<file path="src/rtl/data_buffer_wrapper_pkg.sv">
// rtl/data_buffer_wrapper_pkg.sv - shared defaults and read FSM encoding for the data buffer
package data_buffer_wrapper_pkg;
   localparam int WIDTH_DEF = 16;
   localparam int DEPTH_DEF = 8;
   localparam int HOLD_DEF  = 1;

   typedef enum logic {
      R_IDLE = 1'b0,
      R_SHOW = 1'b1
   } rd_state_t;
endpackage

</file>
<file path="src/rtl/data_buffer_wrapper_if.sv">
// rtl/data_buffer_wrapper_if.sv - producer/display/status signal bundle around the data buffer
interface data_buffer_wrapper_if
   import data_buffer_wrapper_pkg::*;
#(
   parameter int WIDTH = WIDTH_DEF,
   parameter int DEPTH = DEPTH_DEF
);
   localparam int CW = $clog2(DEPTH) + 1;

   logic             data_1_en;
   logic [WIDTH-1:0] data_1;
   logic             rd_tick;
   logic             flush;
   logic [WIDTH-1:0] data_2;
   logic             data_2_valid;
   logic             buffer_full;
   logic             buffer_empty;
   logic [CW-1:0]    count;
   logic             overflow;

   modport master (
      output data_1_en, data_1, rd_tick, flush,
      input  data_2, data_2_valid, buffer_full, buffer_empty, count, overflow
   );

   modport slave (
      input  data_1_en, data_1, rd_tick, flush,
      output data_2, data_2_valid, buffer_full, buffer_empty, count, overflow
   );
endinterface

</file>
<file path="src/rtl/data_buffer_wrapper_fifo_mem.sv">
// rtl/data_buffer_wrapper_fifo_mem.sv - DEPTH x WIDTH register array, one write port, async read
module data_buffer_wrapper_fifo_mem #(
   parameter int WIDTH = 16,
   parameter int DEPTH = 8
) (
   input  logic                     clk,
   input  logic                     we,
   input  logic [$clog2(DEPTH)-1:0] wr_addr,
   input  logic [WIDTH-1:0]         wr_data,
   input  logic [$clog2(DEPTH)-1:0] rd_addr,
   output logic [WIDTH-1:0]         rd_data
);
   logic [WIDTH-1:0] mem [DEPTH];

   always_ff @(posedge clk) begin
      if (we) mem[wr_addr] <= wr_data;
   end

   assign rd_data = mem[rd_addr];
endmodule

</file>
<file path="src/rtl/data_buffer_wrapper.sv">
// rtl/data_buffer_wrapper.sv - consumer-side FIFO drained one word per slow tick to the display
module data_buffer_wrapper
   import data_buffer_wrapper_pkg::*;
#(
   parameter int WIDTH      = WIDTH_DEF,
   parameter int DEPTH      = DEPTH_DEF,
   parameter int HOLD_TICKS = HOLD_DEF
) (
   input logic                   clk,
   input logic                   rst,
   data_buffer_wrapper_if.slave  bus
);
   localparam int AW = $clog2(DEPTH);
   localparam int CW = AW + 1;
   localparam int HW = $clog2(HOLD_TICKS + 1);
   localparam logic [CW-1:0] DEPTH_C = CW'(DEPTH);
   localparam logic [HW-1:0] HOLD_C  = HW'(HOLD_TICKS);

   rd_state_t        state_q, state_d;
   logic [AW-1:0]    wr_ptr, rd_ptr;
   logic [CW-1:0]    count_q, count_d;
   logic             full_q, empty_q, overflow_q, valid_q;
   logic [WIDTH-1:0] data_2_q, rd_data;
   logic [HW-1:0]    hold_q;
   logic             wr_en, pop, hold_inc, drop_valid;

   // Full is judged on registered state, so a slot freed by a same-cycle pop is not reused
   assign wr_en = bus.data_1_en && !full_q;

   data_buffer_wrapper_fifo_mem #(.WIDTH(WIDTH), .DEPTH(DEPTH)) u_mem (
      .clk     (clk),
      .we      (wr_en && !bus.flush),
      .wr_addr (wr_ptr),
      .wr_data (bus.data_1),
      .rd_addr (rd_ptr),
      .rd_data (rd_data)
   );

   always_ff @(posedge clk or posedge rst) begin
      if (rst)            state_q <= R_IDLE;
      else if (bus.flush) state_q <= R_IDLE;
      else                state_q <= state_d;
   end

   always_comb begin
      state_d = state_q;
      if (bus.rd_tick) begin
         case (state_q)
            R_IDLE: if (!empty_q) state_d = R_SHOW;
            R_SHOW: if (hold_q == HOLD_C && empty_q) state_d = R_IDLE;
            default: state_d = R_IDLE;
         endcase
      end
   end

   always_comb begin
      pop        = 1'b0;
      hold_inc   = 1'b0;
      drop_valid = 1'b0;
      if (bus.rd_tick) begin
         case (state_q)
            R_IDLE: pop = !empty_q;
            R_SHOW: begin
               if (hold_q != HOLD_C) hold_inc   = 1'b1;
               else if (!empty_q)    pop        = 1'b1;
               else                  drop_valid = 1'b1;
            end
            default: ;
         endcase
      end
   end

   always_comb begin
      count_d = count_q;
      case ({wr_en, pop})
         2'b10:   count_d = count_q + CW'(1);
         2'b01:   count_d = count_q - CW'(1);
         default: count_d = count_q;
      endcase
   end

   always_ff @(posedge clk or posedge rst) begin
      if (rst) begin
         wr_ptr     <= '0;
         rd_ptr     <= '0;
         count_q    <= '0;
         full_q     <= 1'b0;
         empty_q    <= 1'b1;
         overflow_q <= 1'b0;
         data_2_q   <= '0;
         valid_q    <= 1'b0;
         hold_q     <= '0;
      end else if (bus.flush) begin
         // data_2 keeps its last value so the display does not blank on flush
         wr_ptr     <= '0;
         rd_ptr     <= '0;
         count_q    <= '0;
         full_q     <= 1'b0;
         empty_q    <= 1'b1;
         overflow_q <= 1'b0;
         valid_q    <= 1'b0;
         hold_q     <= '0;
      end else begin
         if (wr_en) wr_ptr <= wr_ptr + AW'(1);
         if (bus.data_1_en && full_q) overflow_q <= 1'b1;
         if (pop) begin
            rd_ptr   <= rd_ptr + AW'(1);
            data_2_q <= rd_data;
            valid_q  <= 1'b1;
            hold_q   <= HW'(1);
         end
         if (hold_inc)   hold_q  <= hold_q + HW'(1);
         if (drop_valid) valid_q <= 1'b0;
         count_q <= count_d;
         full_q  <= (count_d == DEPTH_C);
         empty_q <= (count_d == '0);
      end
   end

   assign bus.data_2       = data_2_q;
   assign bus.data_2_valid = valid_q;
   assign bus.buffer_full  = full_q;
   assign bus.buffer_empty = empty_q;
   assign bus.count        = count_q;
   assign bus.overflow     = overflow_q;
endmodule

</file>
<file path="src/flat_wrapper.sv">
// flat-port wrapper written by rule: the top's interface ports become plain ports
module data_buffer_wrapper_flat import data_buffer_wrapper_pkg::*;
#(
   parameter int WIDTH      = WIDTH_DEF,
   parameter int DEPTH      = DEPTH_DEF,
   parameter int HOLD_TICKS = HOLD_DEF
)
  (clk, rst, bus_data_1_en, bus_data_1, bus_rd_tick, bus_flush, bus_data_2, bus_data_2_valid, bus_buffer_full, bus_buffer_empty, bus_count, bus_overflow);
  data_buffer_wrapper_if #(.WIDTH(WIDTH), .DEPTH(DEPTH)) bus_i ();
  input logic clk;
  input logic rst;
  input wire logic [$bits(bus_i.data_1_en)-1:0] bus_data_1_en;
  input wire logic [$bits(bus_i.data_1)-1:0] bus_data_1;
  input wire logic [$bits(bus_i.rd_tick)-1:0] bus_rd_tick;
  input wire logic [$bits(bus_i.flush)-1:0] bus_flush;
  output wire logic [$bits(bus_i.data_2)-1:0] bus_data_2;
  output wire logic [$bits(bus_i.data_2_valid)-1:0] bus_data_2_valid;
  output wire logic [$bits(bus_i.buffer_full)-1:0] bus_buffer_full;
  output wire logic [$bits(bus_i.buffer_empty)-1:0] bus_buffer_empty;
  output wire logic [$bits(bus_i.count)-1:0] bus_count;
  output wire logic [$bits(bus_i.overflow)-1:0] bus_overflow;
  assign bus_i.data_1_en = bus_data_1_en;
  assign bus_i.data_1 = bus_data_1;
  assign bus_i.rd_tick = bus_rd_tick;
  assign bus_i.flush = bus_flush;
  assign bus_data_2 = bus_i.data_2;
  assign bus_data_2_valid = bus_i.data_2_valid;
  assign bus_buffer_full = bus_i.buffer_full;
  assign bus_buffer_empty = bus_i.buffer_empty;
  assign bus_count = bus_i.count;
  assign bus_overflow = bus_i.overflow;
  data_buffer_wrapper #(.WIDTH(WIDTH), .DEPTH(DEPTH), .HOLD_TICKS(HOLD_TICKS)) u_core (.clk(clk), .rst(rst), .bus(bus_i));
endmodule
</file>
<file path="config.mk">
export PLATFORM = sky130hd
export DESIGN_NAME = data_buffer_wrapper_flat
export DESIGN_NICKNAME = d
export VERILOG_FILES = /design/src/rtl/data_buffer_wrapper_pkg.sv /design/src/rtl/data_buffer_wrapper_if.sv /design/src/rtl/data_buffer_wrapper_fifo_mem.sv /design/src/rtl/data_buffer_wrapper.sv /design/src/flat_wrapper.sv
export SDC_FILE = /design/constraint.sdc
export NUM_CORES = 1
export LEC_CHECK = 0
export BUFFER_PORTS_ARGS = -buffer_cell sky130_fd_sc_hd__buf_2
export CAP_MARGIN = 20
export CORE_UTILIZATION = 30
export DETAILED_ROUTE_END_ITERATION = 10
export PLACE_DENSITY = 0.54
export SLEW_MARGIN = 5
export SYNTH_ARGS = -nofsm -noshare
export SYNTH_HDL_FRONTEND = slang
export SYNTH_SLANG_ARGS = --single-unit
</file>
<file path="constraint.sdc">
create_clock -name clk -period 8.3 [get_ports clk]
set_clock_uncertainty 0.05 [all_clocks]
set_input_delay 0.415 -clock clk [delete_from_list [all_inputs] [get_ports clk]]
set_output_delay 0.415 -clock clk [all_outputs]
set_load 0.05 [all_outputs]
</file>
Word level (Yosys, flattened, before mapping)
Memory sizes are Yosys's and may differ from the RTL's. A register that Yosys moved wholly into a read port is not among the register bits. Cells that the tools add are included.

Register bits after elaboration: 16. Bits in latches: 0. RAM bits: 128. ROM bits: 0. Input port bits: 21. Output and inout port bits: 24. Word-level logic and storage cells: 67. Memories: 1.

Memory list: u_core.u_mem.mem (depth 8, width 16, rd ports 1, clocked after Yosys merged registers in 1, wr ports 1, RTL line data_buffer_wrapper_fifo_mem.sv:13) `logic [WIDTH-1:0] mem [DEPTH];`.

Add/sub/neg operators: 5. Multipliers: 0. Div/mod/pow operators: 0. $lt $le $gt $ge: 0. Equality and inequality tests: 3. Shift operators: 0. Mux-type cells: 32. Bitwise gates (word level): 2. Reduce and logical (&&, ||, !) cells: 15.

Operators by type and width (number): two-way mux 1 bit (24); two-way mux 3 bit (4); case mux 4 bit (2 select lines) (1); nonzero test 2 bit (4); adder 3 x 1 -> 3 bit, second input constant (2); nonzero test 3 bit (2); adder 4 x 1 -> 4 bit, second input constant (1); == test 4 bit, second input constant (1); logical AND 1 bit (4); zero test 4 bit (1); two-way mux 4 bit (1); case mux 1 bit (2 select lines) (2); subtractor 4 x 1 -> 4 bit, second input constant (1); zero test 1 bit (3); == test 2 x 1 -> 1 bit, second input constant (1); == test 2 bit, second input constant (1); NOT 1 bit (2); AND reduction 2 bit (1); adder 1 bit, second input constant (1).

Logic depth before layout (Yosys ltp)
Gate-level depths: netlist of the first run.

Depth after elaboration: 8. Gate-level depth with buffers: 10. Mapped depth without buffers: 9.

Modules after synthesis
From an unflattened synthesis of the first run, not the netlist that was laid out.

Cell total of the unflattened synthesis: 318. Area total of the unflattened synthesis: 6409.9 µm².

By module, submodules not included: data_buffer_wrapper_fifo_mem (instances 1, cells an instance 198, area each 4973.5 µm², sequential area each 3843.7 µm²); data_buffer_wrapper (instances 1, cells an instance 120, area each 1436.4 µm², sequential area each 802.0 µm²).

Least setup slack after synthesis of the first run
No wires, ideal clock.

Kind: reg-to-reg. Start point: reg u_core.full_q (netlist: u_core.bus.buffer_full). End point: mem u_core.u_mem.mem[0][0] (enable). Library setup time: 0.409 ns. Data arrival time: 2.497 ns. Data required time: 7.841 ns. Setup slack: 5.343 ns. Cell stages (with the launch flop): 5. Buffers on the path: 0. Clock period less this slack: 2.957 ns. Cell sequence: dfrtp_1 > nor2b_1 > inv_1 > or3_1 > nor3_1.

Cells in the longest elaborated chain, start to end: 5.

RTL lines: from (decl) (RTL line data_buffer_wrapper.sv:22) `logic full_q, empty_q, overflow_q, valid_q;`; from (signal assigned) (RTL line data_buffer_wrapper.sv:115) `full_q <= (count_d == DEPTH_C);`; zero test 1 bit (RTL line data_buffer_wrapper.sv:28) `assign wr_en = bus.data_1_en && !full_q;`; logical AND 1 bit (RTL line data_buffer_wrapper.sv:28); logical AND 1 bit (RTL line data_buffer_wrapper.sv:32) `.we (wr_en && !bus.flush),`; two-way mux 1 bit (RTL line data_buffer_wrapper_fifo_mem.sv:16) `if (we) mem[wr_addr] <= wr_data;`; two-way mux 1 bit (not written as such) (RTL line data_buffer_wrapper_fifo_mem.sv:16); to (decl) (RTL line data_buffer_wrapper_fifo_mem.sv:13).

No other way between the ends.

Worst setup path after layout of the first run
Start point: reg u_core.full_q (netlist: u_core.bus.buffer_full). End point: reg u_core.full_q (netlist: u_core.bus.buffer_full).

Cells in the longest elaborated chain, start to end: 6. Elaborated cells on any way between the ends: 7. Classes of those cells: eq/ne (3); mux (2); reduce/logical (2).

RTL lines: zero test 1 bit * (RTL line data_buffer_wrapper.sv:28); logical AND 1 bit * (RTL line data_buffer_wrapper.sv:28); == test 2 x 1 -> 1 bit or == test 2 bit (tied branches) (RTL line data_buffer_wrapper.sv:75) `case ({wr_en, pop})`; case mux 4 bit (2 select lines) * (RTL line data_buffer_wrapper.sv:75); == test 4 bit * (RTL line data_buffer_wrapper.sv:115); two-way mux 1 bit * (RTL line data_buffer_wrapper.sv:93) `end else if (bus.flush) begin`.

Mark *: on every way between the ends. The rest lies on a longest branch, timed or not. A chain may end at the register's enable or synchronous reset.

==> reports/metrics.cfg, run 1 <==
[floorplan]
row_count=52
pin_count=45
start_util_pct=30.9
die_area_sq_mm=0.0216
die_h_microns=147
fp.dieW_microns=147
core_sq_mm=0.0204

[synthesis]
yosysTopAreaCellShare_pct=61.1
synth_area_per_cell_sq_um=18.4
yosys.area.top_type=edfxtp_1
syn-num-nets=367
netlist_instances=341
syn_area_sq_mm=0.00629
synth_edf_count=128
yosys_most_used_dff=edfxtp_1
synth.distinct_cells=34
synthTopCellsByArea=edfxtp_1, dfrtp_1, mux4_2
yosys_warnings=0
synthArstFlopShare_pct=20.0
yosys_register_bits=160
synth.yosys.seq_area_share_pct=73.8

[power]
p_per_area_mw_per_mm2=302
combPwrFrac_pct=20.4
switching_share_pct=30.3
fin_total_pwr_uw=2260
vdd_drop_max_uv=164
p_clk_share_pct=36.0
netSwitchingPower_uw=684
internal_power_uw=1570
leakagePower_uw=0.00255
pwr-share-seq_pct=43.5

[setup_path]
critPathLaunchType=flip-flop
path_cells=nor2b_1 > inv_1 > ha_1 > xor2_1 > ha_1 > a21oi_1 > mux2i_1 > xnor2_1 > nor4bb_1
required_ps=8580
cp_slowest_cell=dfrtp_1
crit_top_cell=ha_1
end_kind=flip-flop
max_stage_delay_ps=380
reg2reg_slack_ps=5770
crit-reg2reg-launch=u_core.bus.buffer_full$_DFF_PP0_
worstPathArrival_ps=2810
worstRegToRegCells=9
rr_endpoint=u_core.bus.buffer_full$_DFF_PP0_
worstSetupPathType=flip-flop to flip-flop
cp_max_fo=8

[detailed_routing]
dr_total_vias=3146
drt_iter0_drc=215
ant_nets=0
avgViaCountPerCell=4.61
firstDrtPassIters=4
routed_wl_mm=12.3
wl_per_cell_microns=18.0
drcViolationCount=0

[sta]
hold_viol=0
fin_crit_sh_pct=30.5
clock.fmax_ghz=0.396
fin_crit_ps=2530
slew_viol_final=0
worstMarginPinSlew_ps=895
maxSlewHeadroom_pct=40.4
finalSetupTns_ps=0
rsz0062_at_grt=no
setup_viol=0
finalWorstSetupSlack_ps=5770

[global_routing]
grt_max_degree=35
grt-ovfl-total=0
grt_pass1_wl_mm=19.6
grtUsageTotal_pct=12.6
grt_pass1_vias=3292
antenna_found_initial=0

[run_status]
outcome=completed

[clock_network]
cts-root-buf=clkbuf_16
cts_max_path_buffers=2
cts_tree=yes
cts.clk_slew.worst_paths_ps=70
post_cts_buffers=0
cts_hold_buf=0
h-tree-depth=4
clkLatencyLatePin_ps=430
cts_buffers=17
cts_resized=0
clock_sink_count=160

[placed_design]
portBuffers=44
dp_slack_ps=5610
place_area_sq_mm=0.00686
place.gp.congestion=0.769
dp_hpwl_mm=7.04

[finish]
postLayoutCoreUtil_pct=36.7
syn2layout_area_growth_pct=18.9
drive_gt1_share_pct=31.3
layout.nets=425
final_cell_area_sq_mm=0.00748

[min_path]
min_path_type=input pin to asynchronous set/reset pin

[run]
cap_violations=0

[per-layer routing]
layer	track usage (%)	wire length [microns]	up-vias
met5	0	0	-
met4	4.53	172	0
met3	4.07	487	15
met2	19.2	5820	53
met1	16.8	5810	1634
li1	-	-	1444
[layout by cell type (no fill, tap or decap), types with 2 or more instances in the layout]
master      instances
a211oi_1            2
a21oi_1            23
buf_2              44
buf_4              12
bufinv_16           3
clkbuf_1            2
clkbuf_16          17
clkinvlp_4          3
dfrtp_1            29
dfrtp_2             2
edfxtp_1          128
ha_1                5
inv_1               3
inv_6               2
inv_8               3
mux2i_1            18
mux4_2             32
nand2_1             8
nand2b_1            5
nand3_1             2
nor2_1             39
nor2b_1             4
nor3_2              3
xnor2_1             3
xor2_1              4
[critical path, delay by kind of cell (launching register included)]
family	cells	cell delay (ps)
compound gates	1	150
xor+xnor	2	360
fa+ha+maj	2	490
buf+inv	1	170
flops	1	380
mux	1	230
simple gates	2	600
[how the worst max path moves through the flow]
stage,depth (start not counted),startpoint,slack [ps],end
CTS,9,u_core.bus.buffer_full$_DFF_PP0_,5740,u_core.bus.buffer_full$_DFF_PP0_
global placement,6,bus_data_1_en,5660,u_core.u_mem.mem[4][5]$_DFFE_PP_
detailed placement,10,bus_data_1_en,5610,u_core.bus.buffer_full$_DFF_PP0_
finish,9,u_core.bus.buffer_full$_DFF_PP0_,5770,u_core.bus.buffer_full$_DFF_PP0_
floorplan,4,u_core.bus.buffer_full$_DFF_PP0_,5340,u_core.u_mem.mem[0][0]$_DFFE_PP_
global route,9,u_core.bus.buffer_full$_DFF_PP0_,5450,u_core.bus.buffer_full$_DFF_PP0_
[synth_stat cells, types with 3 or more instances]
| cell type | number |
|---|---|
| buf_2 | 5 |
| buf_4 | 4 |
| nor2b_1 | 4 |
| clkbuf_1 | 6 |
| ha_1 | 5 |
| nand2_1 | 8 |
| dfrtp_1 | 31 |
| a21oi_1 | 23 |
| nand2b_1 | 5 |
| mux4_2 | 32 |
| edfxtp_1 | 128 |
| nor2_1 | 39 |
| inv_1 | 3 |
| xor2_1 | 4 |
| xnor2_1 | 3 |
| nor3_1 | 3 |
| mux2i_1 | 18 |
[state kept, by name, indices dropped and copies added (netlist names)]
name and cells:
u_core.bus.overflow 1, u_core.bus.data_2_valid 1, u_core.hold_q 1, u_core.u_mem.mem 128, u_core.bus.buffer_empty 1, u_core.rd_ptr 3
u_core.bus.data_2 16, u_core.bus.count 4, u_core.bus.buffer_full 1, u_core.wr_ptr 3, u_core.state_q 1
[final cells by class]
class                   count  area, sq um
well taps                 270          338
fillers                  1885        12900
flip-flops and latches    160         4650
multi-input cells         161         1550
repair buffers             56          310
clock buffers              20          447
inverters                   3         11.3
clock inverters            12          173
diodes                      1         2.50
[stage by stage]
stage,std cells,hold slack (ps)
finish,683,37.2
global route,682,79.3
CTS,682,57.0
detailed placement,650,469
global placement,650,440
floorplan,341,464
[cell families (layout without fill, tap and decap cells)]
kind of cell | Yosys count | count (layout) | share of synthesized area (%)
adder cells (fa/ha/maj) | 5 | 5 | 0.994
AO/OA/AOI/OAI | 33 | 33 | 3.30
AND/OR/NAND/NOR | 66 | 66 | 4.79
buffers and inverters | 20 | 91 | 1.77
XOR/XNOR | 7 | 7 | 0.975
flip-flops | 160 | 160 | 73.8
other | 0 | 1 | 0
multiplexers | 50 | 50 | 14.3
[power groups by stage]
stage / registers, uW / clock network, uW / logic [uW]
4_1_cts: 985 / 836 / 471
5_1_grt: 993 / 869 / 500
2_1_floorplan: 1150 / 0 / 209
3_5_place_dp: 1000 / 0 / 469
3_3_place_gp: 1000 / 0 / 465
6_report: 984 / 814 / 461
Power figures use the tool's default switching activity.
==> run 2, diff against run 1 <==
--- a/config.mk
+++ b/config.mk
@@ -5,6 +5,7 @@
 export SDC_FILE = /design/constraint.sdc
 export NUM_CORES = 1
 export LEC_CHECK = 0
+export ABC_AREA = 1
 export BUFFER_PORTS_ARGS = -buffer_cell sky130_fd_sc_hd__buf_2
 export CAP_MARGIN = 20
 export CORE_UTILIZATION = 30
==> constraint.sdc (replaced) <==
create_clock -name clk -period 2.4 [get_ports clk]
set_clock_uncertainty 0.05 [all_clocks]
set_input_delay 0.12 -clock clk [delete_from_list [all_inputs] [get_ports clk]]
set_output_delay 0.12 -clock clk [all_outputs]
set_load 0.05 [all_outputs]
==> run 2 against run 1 <==
Net effect:
- fmax is 14% higher
- synthesized cell count up 59%
- register-to-register slack worse by 5600 ps
- count of clock-buffer cells in the layout up 1
- flip-flop and latch count did not move
- synthesized area grew 2.2%
- hold slack better by 280 ps
- critical path depth up 6
- core utilization increased by 0.29 points
- die area up 2.2%
- routed wire length up 20%
- largest cell class unchanged
==> reports/metrics.cfg, run 2 <==
[power]
switching_share_pct=34.3  ; was 30.3%
netSwitchingPower_uw=2710  ; was 684 uW
p_clk_share_pct=31.1  ; was 36.0%
internal_power_uw=5180  ; was 1570 uW
combPwrFrac_pct=25.2  ; was 20.4%
p_per_area_mw_per_mm2=1010  ; was 302 mW/mm^2
pwr-share-seq_pct=43.7  ; was 43.5%
leakagePower_uw=0.00294  ; was 0.00255 uW
vdd_drop_max_uv=350  ; was 164 uV

[clock_network]
clock_sink_count=160  ; unchanged
post_cts_buffers=0  ; unchanged
h-tree-depth=4  ; unchanged
cts.clk_slew.worst_paths_ps=60  ; was 70 ps
cts_buffers=17  ; unchanged
clkLatencyLatePin_ps=420  ; was 430 ps
cts_tree=yes  ; unchanged
cts-root-buf=clkbuf_16  ; unchanged
cts_max_path_buffers=2  ; unchanged

[finish]
fillers=2002  ; was 1885
syn2layout_area_growth_pct=20.9  ; was 18.9%
multi_input_area_sq_mm=0.00153  ; was 0.00155 sq mm
num_antenna_cells=0  ; was 1
final_common_cell=edfxtp_1  ; unchanged
drive_gt1_share_pct=16.4  ; was 31.3%
postLayoutCoreUtil_pct=37.0  ; was 36.7%
regArea_sq_mm=0.00465  ; about the same
layout.nets=646  ; was 425
final_cell_area_sq_mm=0.00778  ; was 0.00748 sq mm
fin_cells=908  ; was 683
final_cell_mix=edfxtp_1, nor2_1, o21ai_0  ; was edfxtp_1, buf_2, nor2_1
top_register=u_core.u_mem.mem  ; unchanged
largest_reg_flops=128  ; unchanged

[sta]
fin_crit_sh_pct=92.4  ; was 30.5%
fin_crit_ps=2220  ; was 2530 ps
worstMarginPinSlew_ps=516  ; was 895 ps
setup_viol=0  ; unchanged
finalWorstSetupSlack_ps=182  ; was 5770 ps
clock.fmax_ghz=0.451  ; was 0.396 GHz
finalSetupTns_ps=0  ; unchanged
maxSlewHeadroom_pct=65.6  ; was 40.4%
slew_viol_final=0  ; unchanged
hold_viol=0  ; unchanged
rsz0062_at_grt=no  ; unchanged

[synthesis]
netlist_instances=541  ; was 341
synthArstFlopShare_pct=20.0  ; unchanged
yosys.area.top_type=edfxtp_1  ; unchanged
yosysMostFrequentCell=edfxtp_1  ; unchanged
synthTopCellsByArea=edfxtp_1, dfrtp_1, nor2_1  ; was edfxtp_1, dfrtp_1, mux4_2
yosys_register_bits=160  ; unchanged
yosysTopAreaCellShare_pct=59.8  ; was 61.1%
synth_area_per_cell_sq_um=11.9  ; was 18.4 sq um
yosys_most_used_dff=edfxtp_1  ; unchanged
synth.distinct_cells=24  ; was 34
syn_area_sq_mm=0.00643  ; was 0.00629 sq mm
synth_common_cells=edfxtp_1, nor2_1, o21ai_0, nand2_1, dfrtp_1  ; was edfxtp_1, nor2_1, mux4_2, dfrtp_1, a21oi_1
synth.yosys.seq_area_share_pct=72.2  ; was 73.8%
synth_edf_count=128  ; unchanged
yosys_warnings=0  ; unchanged
syn-num-nets=567  ; was 367

[floorplan]
die_area_sq_mm=0.0220  ; was 0.0216 sq mm
pin_count=45  ; unchanged
row_count=53  ; was 52
core_sq_mm=0.0210  ; was 0.0204 sq mm
die_h_microns=148  ; was 147 microns
fp.dieW_microns=148  ; was 147 microns
start_util_pct=30.6  ; was 30.9%

[placed_design]
placed_cells=855  ; was 650
dp_hpwl_mm=8.71  ; was 7.04 mm
place_area_sq_mm=0.00702  ; was 0.00686 sq mm
portBuffers=44  ; unchanged
dp_slack_ps=98.3  ; was 5610 ps
place.gp.congestion=0.742  ; was 0.769

[run]
cap_violations=0  ; unchanged

[setup_path]
cp_max_fo=5  ; was 8
worst-path-buf-inv=5  ; was 1
worstSetupPathType=flip-flop to flip-flop  ; unchanged
critPathLaunchType=flip-flop  ; unchanged
required_ps=2710  ; was 8580 ps
max_stage_delay_ps=560  ; was 380 ps
crit_family=simple AND/OR/NAND/NOR gates  ; unchanged
reg2reg_slack_ps=180  ; was 5770 ps
end_kind=flip-flop  ; unchanged
crit_top_cell=inv_1  ; was ha_1
worstPathArrival_ps=2530  ; was 2810 ps
path_cells=inv_1 > nand3_2 > inv_2 > ha_2 > nand2_1 > inv_1 > nor2_1 > ha_1 > inv_1 > o21ai_1 > nor2_1 > nand3_1 > nand2_1 > nand2_1 > inv_1  ; was nor2b_1 > inv_1 > ha_1 > xor2_1 > ha_1 > a21oi_1 > mux2i_1 > xnor2_1 > nor4bb_1
cp_slowest_cell=dfstp_2  ; was dfrtp_1

[global_routing]
grt_max_degree=55  ; was 35
grtUsageTotal_pct=14.4  ; was 12.6%
grt-ovfl-total=0  ; unchanged
antenna_found_initial=0  ; unchanged
grt_pass1_wl_mm=23.6  ; was 19.6 mm
grt_pass1_vias=4267  ; was 3292

[detailed_routing]
dr_total_vias=4295  ; was 3146
avgViaCountPerCell=4.73  ; was 4.61
firstDrtPassIters=4  ; unchanged
drt_iter0_drc=223  ; was 215
ant_nets=0  ; unchanged
drcViolationCount=0  ; unchanged
routed_wl_mm=14.7  ; was 12.3 mm
wl_per_cell_microns=16.2  ; was 18.0 microns

[min_path]
min_path_type=input pin to asynchronous set/reset pin  ; unchanged

[run_status]
outcome=completed  ; unchanged

-- run 2: changes by cell type in the layout (fill, tap and decap cells not counted), moves of 20 or more --
| cell | previous run | this run |
|---|---|---|
| nor2_1 | 39 | 121 |
| o21ai_1 | 0 | 25 |
| dlygate4sd3_1 | 0 | 21 |
| o21ai_0 | 1 | 85 |
| mux4_2 | 32 | 0 |
| inv_1 | 3 | 23 |
| nand2_1 | 8 | 51 |
-- run 2: worst reg2reg max path, cell delays in order, from the launching register on --
cell     delay, ps
dfstp_2        560
inv_1           60
nand3_2        130
inv_2           80
ha_2           220
nand2_1         70
inv_1           60
nor2_1         140
ha_1           250
inv_1           50
o21ai_1         70
nor2_1         120
nand3_1        110
nand2_1         80
nand2_1         60
inv_1           50
-- run 2: kinds of logic (layout without fill, tap and decap cells) --
kind of cell / Yosys count / in the layout / synth area share (%)
compound gates: 132 / 132 / 10.9
xor+xnor: 2 / 2 / 0.272
fa+ha+maj: 5 / 5 / 0.973
buf+inv: 53 / 145 / 4.07
flops: 160 / 160 / 72.2
simple gates: 189 / 189 / 11.5
-- run 2: path summary, 6_finish.rpt --
| path | start | end | cells past startpoint |
|---|---|---|---|
| min in group clk | u_core.bus.data_2[10]$_DFFE_PP0P_ | u_core.bus.data_2[10]$_DFFE_PP0P_ | 2 |
| hold reg to reg | u_core.bus.data_2[10]$_DFFE_PP0P_ | u_core.bus.data_2[10]$_DFFE_PP0P_ | 2 |
| setup reg to reg | u_core.bus.buffer_empty$_DFF_PP1_ | u_core.bus.buffer_empty$_DFF_PP1_ | 15 |
| hold / removal | rst | u_core.bus.data_2[4]$_DFFE_PP0P_ | 4 |
| max in group asynchronous | rst | u_core.rd_ptr[0]$_DFFE_PP0P_ | 4 |
| setup / recovery | u_core.bus.buffer_empty$_DFF_PP1_ | u_core.bus.buffer_empty$_DFF_PP1_ | 15 |
-- run 2: layer usage --
metal / wire length [microns] / track usage [%] / part of all wire, %
met4: 149 / 5.05 / 1.0
met5: 0 / 0 / 0
met3: 382 / 2.73 / 2.6
met1: 7060 / 18.9 / 48
met2: 7140 / 23.8 / 48
-- run 2: metrics by stage --
step / hold WS (ps) / power [uW]
3_5_place_dp: 231 / 5460
2_1_floorplan: 169 / 4930
6_report: 318 / 7890
4_1_cts: 322 / 7950
3_3_place_gp: 215 / 5400
5_1_grt: 388 / 8280
-- run 2: what timing repair did --
action / 4_1_cts / 5_1_grt
hold buffers: 21 / 0
hold endpoints to repair: 166 / 0
resized for setup: 0 / 4
endpoints found under the setup margin: 0 / 2
-- run 2: power by group through the flow --
stage	combinational (uW)	sequential (uW)	clock (uW)
finish	1990	3450	2450
global placement	1910	3500	0
detailed placement	1960	3500	0
global route	2200	3480	2600
CTS	2000	3450	2500
floorplan	860	4070	0
-- run 2: cell type report --
| type | instances | area share (%) |
|---|---|---|
| Clock buffer | 21 | 5.92 |
| Clock inverter | 11 | 1.06 |
| Inverter | 27 | 1.30 |
| Multi-Input combinational cell | 328 | 19.7 |
| Sequential cell | 160 | 59.7 |
| Tap cell | 275 | 4.42 |
| Timing Repair Buffer | 86 | 7.88 |
==> run 3, diff against run 2 <==
==> constraint.sdc (replaced) <==
create_clock -name clk -period 2.2 [get_ports clk]
set_clock_uncertainty 0.05 [all_clocks]
set_input_delay 0.11 -clock clk [delete_from_list [all_inputs] [get_ports clk]]
set_output_delay 0.11 -clock clk [all_outputs]
set_load 0.05 [all_outputs]
==> run 3 against run 2 <==
Net effect:
- core utilization rose by 0.49 points
- global-route usage fell by 0.69 points
- worst setup slack got worse by 36 ps
- clock power rose by 16%
- non-clock buffer count fell by 4
- cell count fell by 0.44%
- routed wire length fell by 1.1%
- hold slack got worse by 4.9 ps
- critical endpoint unchanged
- largest power group unchanged
==> reports/metrics.cfg, run 3 (synthesized netlist as in run 2, its figures left out) <==
[run_status]
outcome=completed  ; unchanged

[clock_network]
cts-root-buf=clkbuf_16  ; unchanged
cts_buffers=17  ; unchanged
clkLatencyLatePin_ps=420  ; about the same
cts_tree=yes  ; unchanged
cts_max_path_buffers=2  ; unchanged
h-tree-depth=4  ; unchanged
clock_sink_count=160  ; unchanged
cts.clk_slew.worst_paths_ps=60  ; about the same

[setup_path]
required_ps=2510  ; was 2710 ps
cp_max_fo=5  ; unchanged
worstRegToRegCells=15  ; unchanged
worstPathArrival_ps=2360  ; was 2530 ps
reg2reg_slack_ps=150  ; was 180 ps
critPathLaunchType=flip-flop  ; unchanged
worstSetupPathType=flip-flop to flip-flop  ; unchanged
end_kind=flip-flop  ; unchanged
crit-reg2reg-launch=u_core.bus.buffer_empty$_DFF_PP1_  ; unchanged
crit_path_start=u_core.bus.buffer_empty$_DFF_PP1_  ; unchanged

[detailed_routing]
routed_wl_mm=14.6  ; was 14.7 mm
wl_per_cell_microns=16.1  ; was 16.2 microns
ant_nets=0  ; unchanged
drcViolationCount=0  ; unchanged
drt_iter0_drc=273  ; was 223
avgViaCountPerCell=4.75  ; was 4.73
dr_total_vias=4290  ; was 4295
firstDrtPassIters=5  ; was 4

[floorplan]
core_sq_mm=0.0210  ; unchanged
row_count=53  ; unchanged
die_area_sq_mm=0.0220  ; unchanged
die_h_microns=148  ; unchanged
start_util_pct=30.6  ; unchanged
fp.dieW_microns=148  ; unchanged
pin_count=45  ; unchanged

[global_routing]
grt_pass1_vias=4150  ; was 4267
antenna_found_initial=0  ; unchanged
grt_max_degree=67  ; was 55
grt_pass1_wl_mm=22.3  ; was 23.6 mm
grt-ovfl-total=0  ; unchanged
grtUsageTotal_pct=13.7  ; was 14.4%

[power]
leakagePower_uw=0.00297  ; was 0.00294 uW
p_per_area_mw_per_mm2=1120  ; was 1010 mW/mm^2
vdd_drop_max_uv=417  ; was 350 uV
fin_total_pwr_uw=8800  ; was 7890 uW

[sta]
fin_crit_ps=2050  ; was 2220 ps
worstMarginPinSlew_ps=500  ; was 516 ps
fin_crit_sh_pct=93.4  ; was 92.4%
maxSlewHeadroom_pct=66.7  ; was 65.6%
hold_viol=0  ; unchanged
setup_viol=0  ; unchanged
clock.fmax_ghz=0.487  ; was 0.451 GHz
slew_viol_final=0  ; unchanged

[finish]
final_common_cell=edfxtp_1  ; unchanged
final_cell_area_sq_mm=0.00788  ; was 0.00778 sq mm
fillers=2004  ; was 2002
top_register=u_core.u_mem.mem  ; unchanged
largest_reg_flops=128  ; unchanged
syn2layout_area_growth_pct=22.5  ; was 20.9%
layout.nets=642  ; was 646
num_antenna_cells=0  ; unchanged
drive_gt1_share_pct=15.9  ; was 16.4%
final_cell_mix=edfxtp_1, nor2_1, o21ai_0  ; unchanged

[placed_design]
dp_hpwl_mm=8.30  ; was 8.71 mm
place.gp.congestion=0.767  ; was 0.742
place_area_sq_mm=0.00708  ; was 0.00702 sq mm
portBuffers=44  ; unchanged

[run]
cap_violations=0  ; unchanged

[min_path]
min_path_type=input pin to asynchronous set/reset pin  ; unchanged

[run 3: final timing paths]
| path | endpoint |
|---|---|
| max in group asynchronous | u_core.rd_ptr[0]$_DFFE_PP0P_ |
| hold / removal | u_core.bus.count[0]$_DFF_PP0_ |
| setup reg to reg | u_core.bus.buffer_empty$_DFF_PP1_ |
| min in group clk | u_core.bus.data_2[4]$_DFFE_PP0P_ |
| hold reg to reg | u_core.bus.data_2[4]$_DFFE_PP0P_ |
| setup / recovery | u_core.bus.buffer_empty$_DFF_PP1_ |
[run 3: critical path, cell delays in order (launching register included)]
cell and delay [ps]:
dfstp_2 550, inv_1 60, nand3_2 90, inv_2 70, ha_4 180, nor2_2 140, nor2_2 60, ha_1 170
a21oi_1 150, inv_1 60, nand2_1 50, nand3_1 100, nand3_1 110, nand2_1 60, nand2_1 70, inv_1 30
[run 3: cell type report]
cell class / count / area, sq um / share of cell area [%]
clock buffer: 18 / 429 / 5.44
clock inverter: 14 / 148 / 1.87
inverter: 27 / 101 / 1.29
multi-input combinational: 328 / 1540 / 19.6
sequential: 160 / 4650 / 59.0
tap: 275 / 344 / 4.37
timing repair buffer: 82 / 671 / 8.51
[run 3: layer usage]
layer  vias up  GRT usage [%]  part of all wire (%)
met1      2107           17.4                    44
met2       110           22.7                    49
met3        24           2.67                   4.4
met4         0           6.08                   1.9
met5         -              0                     0
li1       2049              -                     -
[run 3: through the flow]
stage	util [%]	setup TNS [ps]	worst slack, ps	instances	hold WS, ps
2_1_floorplan	-	-729	-11.3	541	159
3_3_place_gp	33.7	0	197	851	202
3_5_place_dp	33.7	0	88.9	851	219
4_1_cts	37.4	0	70.0	904	318
5_1_grt	37.5	-11.0	-11.0	904	353
6_report	37.5	0	146	904	313
[run 3: power by group]
group	internal (uW)	total, uW	switching [uW]
combinational	598	2200	1600
clock	1760	2850	1090
sequential	3570	3750	173
[run 3: what timing repair did]
action,CTS,global route
hold buffers,21,0
endpoints found under the hold margin,165,0
gates resized for setup,0,4
endpoints found under the setup margin,0,2
setup buffers,0,0
